<file path="src/rtl/subservient_pkg.sv">
// Shared constants for the subservient machine timer.
// Register offsets (adr[3:2]) and CTRL field positions.
package subservient_pkg;

  localparam logic [1:0] TMR_MTIME = 2'd0;
  localparam logic [1:0] TMR_CMP   = 2'd1;
  localparam logic [1:0] TMR_CTRL  = 2'd2;
  localparam logic [1:0] TMR_STAT  = 2'd3;

  localparam int CTRL_EN      = 0;
  localparam int CTRL_IRQEN   = 1;
  localparam int CTRL_DIV_LSB = 8;

endpackage

</file>
<file path="src/rtl/subservient_timer_wb_regs.sv">
// Wishbone slave front end for the timer.
// Decode, byte-lane masks, ack and registered read data.
module subservient_timer_wb_regs
  import subservient_pkg::*;
(
  input  logic        i_clk,
  input  logic        i_rst,
  input  logic [1:0]  i_adr,
  input  logic [31:0] i_dat,
  input  logic [3:0]  i_sel,
  input  logic        i_we,
  input  logic        i_stb,
  input  logic [31:0] i_mtime,
  input  logic [31:0] i_cmp,
  input  logic [31:0] i_ctrl,
  input  logic [31:0] i_stat,
  output logic        o_we_mtime,
  output logic        o_we_cmp,
  output logic        o_we_ctrl,
  output logic [31:0] o_wmask,
  output logic [31:0] o_wdat,
  output logic [31:0] o_rdt,
  output logic        o_ack
);

  logic        ack_q;
  logic        ack_d;
  logic [31:0] rdt_q;
  logic [31:0] rdt_d;
  logic [31:0] rd_mux;
  logic        access;

  assign access = i_stb & ~ack_q;

  // Expand byte enables into a bit mask and gate write data
  always_comb begin
    o_wmask = {{8{i_sel[3]}}, {8{i_sel[2]}},
               {8{i_sel[1]}}, {8{i_sel[0]}}};
    o_wdat  = i_dat & o_wmask;
  end

  // Address decode: write pulses and read mux
  always_comb begin
    o_we_mtime = 1'b0;
    o_we_cmp   = 1'b0;
    o_we_ctrl  = 1'b0;
    rd_mux     = '0;
    unique case (i_adr)
      TMR_MTIME: begin
        rd_mux     = i_mtime;
        o_we_mtime = access & i_we;
      end
      TMR_CMP: begin
        rd_mux   = i_cmp;
        o_we_cmp = access & i_we;
      end
      TMR_CTRL: begin
        rd_mux    = i_ctrl;
        o_we_ctrl = access & i_we;
      end
      TMR_STAT: begin
        rd_mux = i_stat;
      end
    endcase
  end

  // Ack one cycle after stb; read data only moves on a read access
  always_comb begin
    ack_d = access;
    rdt_d = (access & ~i_we) ? rd_mux : rdt_q;
  end

  // Bus response registers
  always_ff @(posedge i_clk or posedge i_rst) begin
    if (i_rst) begin
      ack_q <= 1'b0;
      rdt_q <= '0;
    end else begin
      ack_q <= ack_d;
      rdt_q <= rdt_d;
    end
  end

  assign o_ack = ack_q;
  assign o_rdt = rdt_q;

endmodule

</file>
<file path="src/rtl/subservient_timer.sv">
// Machine timer: prescaled mtime, mtimecmp and level irq.
// Bus decode lives in subservient_timer_wb_regs.
module subservient_timer
  import subservient_pkg::*;
#(
  parameter int WIDTH   = 32,
  parameter int PRESC_W = 8
) (
  input  logic        i_clk,
  input  logic        i_rst,
  input  logic [31:0] i_wb_adr,
  input  logic [31:0] i_wb_dat,
  input  logic [3:0]  i_wb_sel,
  input  logic        i_wb_we,
  input  logic        i_wb_stb,
  output logic [31:0] o_wb_rdt,
  output logic        o_wb_ack,
  output logic        o_timer_irq
);

  logic [WIDTH-1:0]   mtime_q, mtime_d;
  logic [WIDTH-1:0]   cmp_q, cmp_d;
  logic [PRESC_W-1:0] presc_q, presc_d;
  logic [PRESC_W-1:0] div_q, div_d;
  logic               en_q, en_d;
  logic               irqen_q, irqen_d;
  logic               irq_q, irq_d;

  logic        we_mtime, we_cmp, we_ctrl;
  logic [31:0] wmask, wdat;
  logic [31:0] mtime_rd, cmp_rd, ctrl_rd, stat_rd;
  logic [31:0] mtime_wr, cmp_wr, ctrl_wr;
  logic        match;
  logic        unused_ok;

  assign match = mtime_q >= cmp_q;

  // 32-bit views of the registers and byte-merged write values
  always_comb begin
    mtime_rd = '0;
    mtime_rd[WIDTH-1:0] = mtime_q;
    cmp_rd = '0;
    cmp_rd[WIDTH-1:0] = cmp_q;
    ctrl_rd = '0;
    ctrl_rd[CTRL_EN] = en_q;
    ctrl_rd[CTRL_IRQEN] = irqen_q;
    ctrl_rd[CTRL_DIV_LSB +: PRESC_W] = div_q;
    stat_rd = {31'b0, match};
    mtime_wr = (mtime_rd & ~wmask) | wdat;
    cmp_wr   = (cmp_rd & ~wmask) | wdat;
    ctrl_wr  = (ctrl_rd & ~wmask) | wdat;
  end

  assign unused_ok = ^{i_wb_adr[31:4], i_wb_adr[1:0],
                       mtime_wr, cmp_wr, ctrl_wr};

  subservient_timer_wb_regs u_regs (
    .i_clk      (i_clk),
    .i_rst      (i_rst),
    .i_adr      (i_wb_adr[3:2]),
    .i_dat      (i_wb_dat),
    .i_sel      (i_wb_sel),
    .i_we       (i_wb_we),
    .i_stb      (i_wb_stb),
    .i_mtime    (mtime_rd),
    .i_cmp      (cmp_rd),
    .i_ctrl     (ctrl_rd),
    .i_stat     (stat_rd),
    .o_we_mtime (we_mtime),
    .o_we_cmp   (we_cmp),
    .o_we_ctrl  (we_ctrl),
    .o_wmask    (wmask),
    .o_wdat     (wdat),
    .o_rdt      (o_wb_rdt),
    .o_ack      (o_wb_ack)
  );

  // Prescaler, counter, bus writes (bus write to mtime wins)
  always_comb begin
    mtime_d = mtime_q;
    cmp_d   = cmp_q;
    presc_d = presc_q;
    div_d   = div_q;
    en_d    = en_q;
    irqen_d = irqen_q;
    if (en_q) begin
      if (presc_q == div_q) begin
        presc_d = '0;
        mtime_d = mtime_q + WIDTH'(1);
      end else begin
        presc_d = presc_q + PRESC_W'(1);
      end
    end
    if (we_ctrl) begin
      en_d    = ctrl_wr[CTRL_EN];
      irqen_d = ctrl_wr[CTRL_IRQEN];
      div_d   = ctrl_wr[CTRL_DIV_LSB +: PRESC_W];
      presc_d = '0;
    end
    if (we_mtime) mtime_d = mtime_wr[WIDTH-1:0];
    if (we_cmp)   cmp_d   = cmp_wr[WIDTH-1:0];
    irq_d = irqen_q & match;
  end

  // Timer state registers
  always_ff @(posedge i_clk or posedge i_rst) begin
    if (i_rst) begin
      mtime_q <= '0;
      cmp_q   <= '1;
      presc_q <= '0;
      div_q   <= '0;
      en_q    <= 1'b0;
      irqen_q <= 1'b0;
      irq_q   <= 1'b0;
    end else begin
      mtime_q <= mtime_d;
      cmp_q   <= cmp_d;
      presc_q <= presc_d;
      div_q   <= div_d;
      en_q    <= en_d;
      irqen_q <= irqen_d;
      irq_q   <= irq_d;
    end
  end

  assign o_timer_irq = irq_q;

endmodule
</file>
<file path="config.mk">
export PLATFORM = sky130hd
export DESIGN_NAME = subservient_timer
export DESIGN_NICKNAME = d
export VERILOG_FILES = /design/src/rtl/subservient_pkg.sv /design/src/rtl/subservient_timer_wb_regs.sv /design/src/rtl/subservient_timer.sv
export SDC_FILE = /design/constraint.sdc
export NUM_CORES = 1
export LEC_CHECK = 0
export CORE_ASPECT_RATIO = 1.5
export CORE_MARGIN = 8
export CORE_UTILIZATION = 59
export DETAILED_ROUTE_END_ITERATION = 8
export PLACE_DENSITY_LB_ADDON = 0.2
export SYNTH_ARGS = -nofsm -noshare
export SYNTH_HDL_FRONTEND = slang
export SYNTH_SLANG_ARGS = --single-unit
export TNS_END_PERCENT = 50
</file>
<file path="constraint.sdc">
create_clock -name i_clk -period 11.62 [get_ports i_clk]
set_input_delay 2.905 -clock i_clk [delete_from_list [all_inputs] [get_ports i_clk]]
set_output_delay 2.905 -clock i_clk [all_outputs]
set_load 0.01 [all_outputs]
</file>
# Word level (Yosys, flattened, before mapping)
# Cells that the tools add are included.
# classes
n_eq_ne	4
n_reduce_logical	5
addsub	2
mux	10
bitwise_logic	14
order_cmp	1
# ops
op	n
32-bit case mux with 4 select lines	1
32-bit bitwise AND	3
32-bit two-way mux	3
32-bit OR	2
32-bit by 1-bit adder with 32-bit output (second input constant)	1
32-bit greater-or-equal comparator	1
32-bit inverter	1
8-bit two-way mux	3
16-bit bitwise AND	1
16-bit OR	1
8-bit by 1-bit adder with 8-bit output (second input constant)	1
8-bit equality test	1
2-bit nonzero test	3
1-bit bitwise AND	4
2-bit equality test (second input constant)	2
1-bit two-way mux	3
2-bit by 1-bit equality test with 1-bit output (second input constant)	1
2-bit zero test	1
1-bit inverter	2
2-bit AND reduction	1
# totals
reg_bits	116
output_inout_bits	34
input_bits	72
word_cells	45

# Depth between registers and ports, before layout
# Gate-level depths: netlist of the first run.
# depth
word_depth	6
depth_mapped	8

# By module
# A second synthesis of the first run with hierarchy kept.
# unflattened
cells_unflattened	738
hier_area_um2	7669.9
# modules_own_cells
module	area_per_inst_um2	cells_each	seq_area_each_um2	n_inst
subservient_timer	5054.8	560	2117.0	1
subservient_timer_wb_regs	2615.0	178	825.8	1

# Least setup slack after synthesis of the first run
# OpenSTA, ideal clock, no wires.
# synth_path
path_type	input -> register
startpoint	input port i_wb_adr[3]
endpoint	register with a tool-made name
required_time_ns	11.494
arrival_time_ns	4.521
setup_ns	0.126
setup_slack_ns	6.973
path_stages	8
cell_sequence	buf_4 -> nand4bb_2 -> nor2_2 -> or4_4 -> buf_6 -> o311ai_1 -> o41ai_1 -> a221o_1
# synth_lines
element	line_no	source
start: declaration	subservient_timer.sv:11	input logic [31:0] i_wb_adr,

==> results of run 1 <==
## cells in the mapped netlist (all sizes together) (5+ instances only)
cell | count | area (um2)
inv | 43 | 161.4
dfstp | 32 | 840.8
a221o | 16 | 160.2
nor4 | 6 | 56.31
nand2 | 82 | 307.8
xnor2 | 8 | 92.59
a21oi | 28 | 140.1
ha | 34 | 425.4
dfrtp | 84 | 2102
a21o | 6 | 45.04
mux2i | 43 | 430.4
nor2 | 33 | 128.9
o31ai | 26 | 195.2
nand2b | 5 | 31.28
nand3 | 17 | 85.08
buf | 6 | 35.03
nand4 | 19 | 118.9
o211ai | 7 | 52.55
o21ai | 35 | 175.2
mux2 | 41 | 461.7
and3 | 12 | 75.07
clkbuf | 21 | 78.83
and2 | 8 | 50.05
a211oi | 6 | 45.04
## layout make-up
| cell class | instances | share of cell area |
|---|---|---|
| multi-input cells | 478 | 0.4279 |
| well taps | 147 | 0.02278 |
| clock inverters | 5 | 0.003410 |
| inverters | 44 | 0.02077 |
| flip-flops and latches | 116 | 0.3645 |
| repair buffers | 80 | 0.09702 |
| clock buffers | 27 | 0.06355 |
## metrics by stage
step                        util  std cells  area, um2  setup WS [ps]
final                     0.7302        897       8073           6088
after global routing      0.7302        897       8073           5996
after CTS                 0.7302        897       8073           6126
after detailed placement  0.6813        865       7532           5683
after global placement    0.6813        865       7532           5748
after floorplan                -        665       6665           5696
## worst paths after layout
path	start	endpoint	depth (start not counted)
hold reg to reg	u_regs.o_rdt[2]	u_regs.o_rdt[2]	2
max in group asynchronous	i_rst	async pin	3
setup / recovery	i_wb_adr[3]	flip-flop	9
min in group asynchronous	i_rst	u_regs.o_rdt[3]	2
hold / removal	u_regs.o_rdt[2]	u_regs.o_rdt[2]	2
setup reg to reg	flip-flop	flip-flop	7
## kinds of logic after synthesis
| group | after synthesis | synth area share |
|---|---|---|
| AO/OA/AOI/OAI | 150 | 0.1545 |
| XOR/XNOR | 9 | 0.01521 |
| adder cells (fa/ha/maj) | 34 | 0.06383 |
| buffers and inverters | 71 | 0.04186 |
| flip-flops | 116 | 0.4415 |
| multiplexers | 84 | 0.1338 |
| AND/OR/NAND/NOR | 201 | 0.1492 |
## report_power, final
part | total (mW) | switching (mW) | internal [mW]
clock | 0.473 | 0.174 | 0.299
combinational | 0.371 | 0.188 | 0.184
sequential | 0.586 | 0.0832 | 0.503
total | 1.43 | 0.445 | 0.985
## worst reg2reg max path: stages (launching register included)
cell and delay, ps:
dfrtp_1 440, xnor2_2 210, nand4_1 230, nor4_4 620, buf_4 330, nand4_1 130
a21o_1 210, a221o_1 280
## layer usage
layer | up-vias | share of wire | global-route usage
met4 | 0 | 0.029 | 0.1069
met5 | - | 0 | 0
met1 | 2768 | 0.41 | 0.2684
met3 | 41 | 0.048 | 0.04807
li1 | 2595 | - | -
met2 | 187 | 0.51 | 0.3901
## placed cells by master, fill, tap and decap left out, types with 12 or more instances in the layout
master,n
and3_1,12
nor2_1,31
clkdlybuf4s50_1,74
ha_1,34
a21oi_1,28
mux2_2,41
mux2i_1,43
nand4_1,19
o21ai_0,31
nand2_1,82
inv_1,41
a221o_1,16
nand3_1,17
clkbuf_16,17
dfstp_2,32
dfrtp_1,84
o31ai_1,26
==> run summary, run 1 <==
status = finished clean
Buffers on Ports = 75
critical path buffer and inverter count = 3
Avg Inst Size Synth = 10.02 um2
Initial Util = 0.6029
slew of the pin with the lowest slew margin = 1152 ps
cell family with the largest share of critical-path delay = simple AND/OR/NAND/NOR gates
CP Max Fanout = 35
Hold Slack = 471.5 ps
min Tclk post-route = 5532 ps
post-CTS setup buffers = 0
Yosys reg bits = 116
Residual DRC = 0
CTS Sinks = 116
fin nets = 843
Worst Hold Class = flip-flop to flip-flop
RSZ-0062 raised after global routing = no
area delta synth->final = 21.12%
post-synthesis sequential area ratio = 0.4415
CTS tree = built
worst reg-to-reg setup slack = 9040 ps
H-tree depth = 4
Critical Path, Cell by Cell = clkdlybuf4s50_1, buf_4, nand4bb_2, nor2_2, nor4_4, buf_4, nand4_1, a21o_1, a221o_1
power per cell area = 177.1 nW/um2
cts hold-fix bufs = 0
Die H = 146.2 um
share of cells above drive strength 1 = 0.1587
WL/cell = 18.72 um
Cell Area, Synth = 6665 um2
largest net degree at the start of global routing = 82
fill count = 819
max_cap viols = 0
global-route wire length before repair = 27.49 mm
Ports = 106
fin. max-slew vios = 0
clock root buffer = clkbuf_16
Core ar. = 11060 um2
register area = 2943 um2
Setup TNS = 0 ps
setup violators final = 0
CP startpoint kind = input pin
Top FF cell, synth = dfrtp_1
Worst Skew = 12.31 ps
gp weighted congestion = 0.9114
Distinct cells, synth = 57
CP arrival = 5830 ps
Worst-Skew Late Latency = 420 ps
Setup CP Type = input pin to flip-flop
Final Power = 1.430 mW
# rows = 47
leakage power = 3.492 nW
initial antenna violation count = 0
DRT iter0 DRCs = 339
GR Util All Layers = 0.2305
CTS clk-pin slew, worst paths = 50 ps
post-CTS sizing = 0
Multi-input gate area = 3455 um2
number of synthesized flops with an enable pin = 0
Post-DP HPWL = 11.91 mm
asr flop ratio synth = 1.000
CP required = 11910 ps
headroom to the max-slew limit = 0.2322
slowest cell on the critical path = nor4_4
Final Hold Fails = 0
cell count after synthesis = 665
total die area = 15020 um2
CP Capture Type = flip-flop
Inserted Clock Buffers = 17
drt pass-1 iters = 5
Most common cell on crit path = buf_4
slowest stage delay, CP = 700 ps
fin crit share = 0.4761
Syn Nets = 771
Die W = 102.8 um
detailed-route via count = 5591
YS warnings = 0
Longest Clk Path Bufs = 2
Achievable Freq = 180.8 MHz
vias per inst = 6.233
Antenna Nets Post-Route = 0
Peak VDD IR = 0.0001204 V
Antenna diodes = 0
GR Overflow Total = 0
final wirelength = 16.79 mm
vias in the first global route = 5685
(Power assumes the default switching activity.)
==> run 2: changes to the inputs <==
--- a/config.mk
+++ b/config.mk
@@ -7,7 +7,7 @@
 export LEC_CHECK = 0
 export CORE_ASPECT_RATIO = 1.5
 export CORE_MARGIN = 8
-export CORE_UTILIZATION = 59
+export CORE_UTILIZATION = 49
 export DETAILED_ROUTE_END_ITERATION = 8
 export PLACE_DENSITY_LB_ADDON = 0.2
 export SYNTH_ARGS = -nofsm -noshare
==> constraint.sdc (replaced) <==
create_clock -name i_clk -period 4.9 [get_ports i_clk]
set_input_delay 1.225 -clock i_clk [delete_from_list [all_inputs] [get_ports i_clk]]
set_output_delay 1.225 -clock i_clk [all_outputs]
set_load 0.01 [all_outputs]
==> run summary, run 2 (same netlist as run 1, synthesis figures left out) <==
status = finished clean
Final Hold Fails = 0
final setup margin = 1547 ps
share of cells above drive strength 1 = 0.1633
min Tclk post-route = 3353 ps
CTS tree = built
post-CTS setup buffers = 0
fin nets = 846
Worst Skew = 8.035 ps
fin. max-slew vios = 0
busiest grt layer = met2
drt pass-1 iters = 5
slowest stage delay, CP = 730 ps
slew of the pin with the lowest slew margin = 965.8 ps
Place WS = 1138 ps
CP Capture Type = flip-flop
Final Cell Area = 8219 um2
most frequent cells in the layout = dfrtp_1, nand2_1, clkdlybuf4s50_1
Critical Path, Cell by Cell = clkdlybuf4s50_1, nand4bb_2, nor2_2, nor4_4, buf_4, nand3_1, mux2i_1, a221o_1
Ports = 106
# rows = 52
Critical R2R Launch = presc_q[6]
Worst setup startpoint = i_wb_adr[3]
setup violators final = 0
vias in the first global route = 5693
Core ar. = 13400 um2
Die W = 111.2 um
WL/cell = 18.60 um
Initial Util = 0.4973
Antenna diodes = 0
Antenna Nets Post-Route = 0
final wirelength = 17.02 mm
cts hold-fix bufs = 0
met2 Use GR = 0.3405
vias per inst = 5.906
detailed-route via count = 5404
Post-DP HPWL = 12.41 mm
CP arrival = 3630 ps
Setup TNS = 0 ps
placed cell area = 7586 um2
largest net degree at the start of global routing = 76
GR Util All Layers = 0.1970
GR Overflow Total = 0
R2R cell count = 7
worst reg-to-reg setup slack = 2360 ps
fin crit share = 0.6842
post-CTS sizing = 0
cell family with the largest share of critical-path delay = simple AND/OR/NAND/NOR gates
Worst-Skew Late Latency = 410 ps
Final Power = 3.608 mW
leakage power = 3.556 nW
met3 Use GR = 0.04374
CP startpoint kind = input pin
commonest non-fill, non-tap cell in the layout = dfrtp_1
critical path buffer and inverter count = 2
DRT iter0 DRCs = 259
Buffers on Ports = 75
Peak VDD IR = 0.0002523 V
max_cap viols = 0
met1 Track Usage GR = 0.2295
Inserted Clock Buffers = 17
Die H = 158.8 um
clock root buffer = clkbuf_16
CP Max Fanout = 15
Worst Hold Class = flip-flop to flip-flop
WP depth = 8
initial antenna violation count = 0
Residual DRC = 0
headroom to the max-slew limit = 0.3562
area delta synth->final = 23.32%
power per cell area = 439.0 nW/um2
RSZ-0062 raised after global routing = no
CP required = 5180 ps
gp weighted congestion = 0.8447
total die area = 17670 um2
Achievable Freq = 298.3 MHz
Longest Clk Path Bufs = 2
H-tree depth = 4
CTS Sinks = 116
global-route wire length before repair = 28.68 mm
CTS clk-pin slew, worst paths = 50 ps
slowest cell on the critical path = nor4_4
Setup CP Type = input pin to flip-flop
[run 2: cell count changes in the layout (fill, tap and decap cells not counted)]
cell,before,now
bufinv_16,0,5
clkinv_4,0,1
clkbuf_1,5,4
buf_4,5,7
clkbuf_8,5,1
clkinvlp_4,1,0
buf_12,0,1
[run 2: stage by stage]
stage	hold WS (ps)	utilization	instances
after floorplan	467.7	-	665
after global placement	458.6	0.5660	883
after detailed placement	464.9	0.5660	883
after CTS	477.4	0.6132	915
after global routing	502.6	0.6132	915
final	470.8	0.6132	915
[run 2: worst min path at each step]
stage / start / end / depth (start not counted)
floorplan: flip-flop / flip-flop / 2
global placement: u_regs.o_rdt[23] / u_regs.o_rdt[23] / 2
detailed placement: u_regs.o_rdt[24] / u_regs.o_rdt[24] / 2
CTS: u_regs.o_rdt[24] / u_regs.o_rdt[24] / 2
global route: u_regs.o_rdt[5] / u_regs.o_rdt[5] / 2
finish: u_regs.o_rdt[24] / u_regs.o_rdt[24] / 2
[run 2: per-layer routing]
layer  vias to the layer above  wire length (um)
met1                      2650              7101
met3                        26               756
met4                         0               399
li1                       2596                 -
met5                         -                 0
met2                       132              8764
[run 2: final cells by class]
cell class                 instances  area (um2)
tap                              162       202.7
multi-input combinational        478        3455
clock inverter                    10       178.9
fill                            1111        5184
clock buffer                      22       454.2
sequential                       116        2943
inverter                          44       167.7
timing repair buffer              83       818.3
[run 2: tightest hold or removal path, stage by stage (launching register included)]
cell     delay [ps]
dfrtp_1         340
nand2_1          50
o31ai_1          50
[run 2: where the power goes]
part / internal, mW / switching, mW / leakage (nW) / total (mW)
Clock: 0.912 / 0.424 / 0.312 / 1.34
Sequential: 1.19 / 0.195 / 1.35 / 1.39
Combinational: 0.438 / 0.447 / 1.89 / 0.885
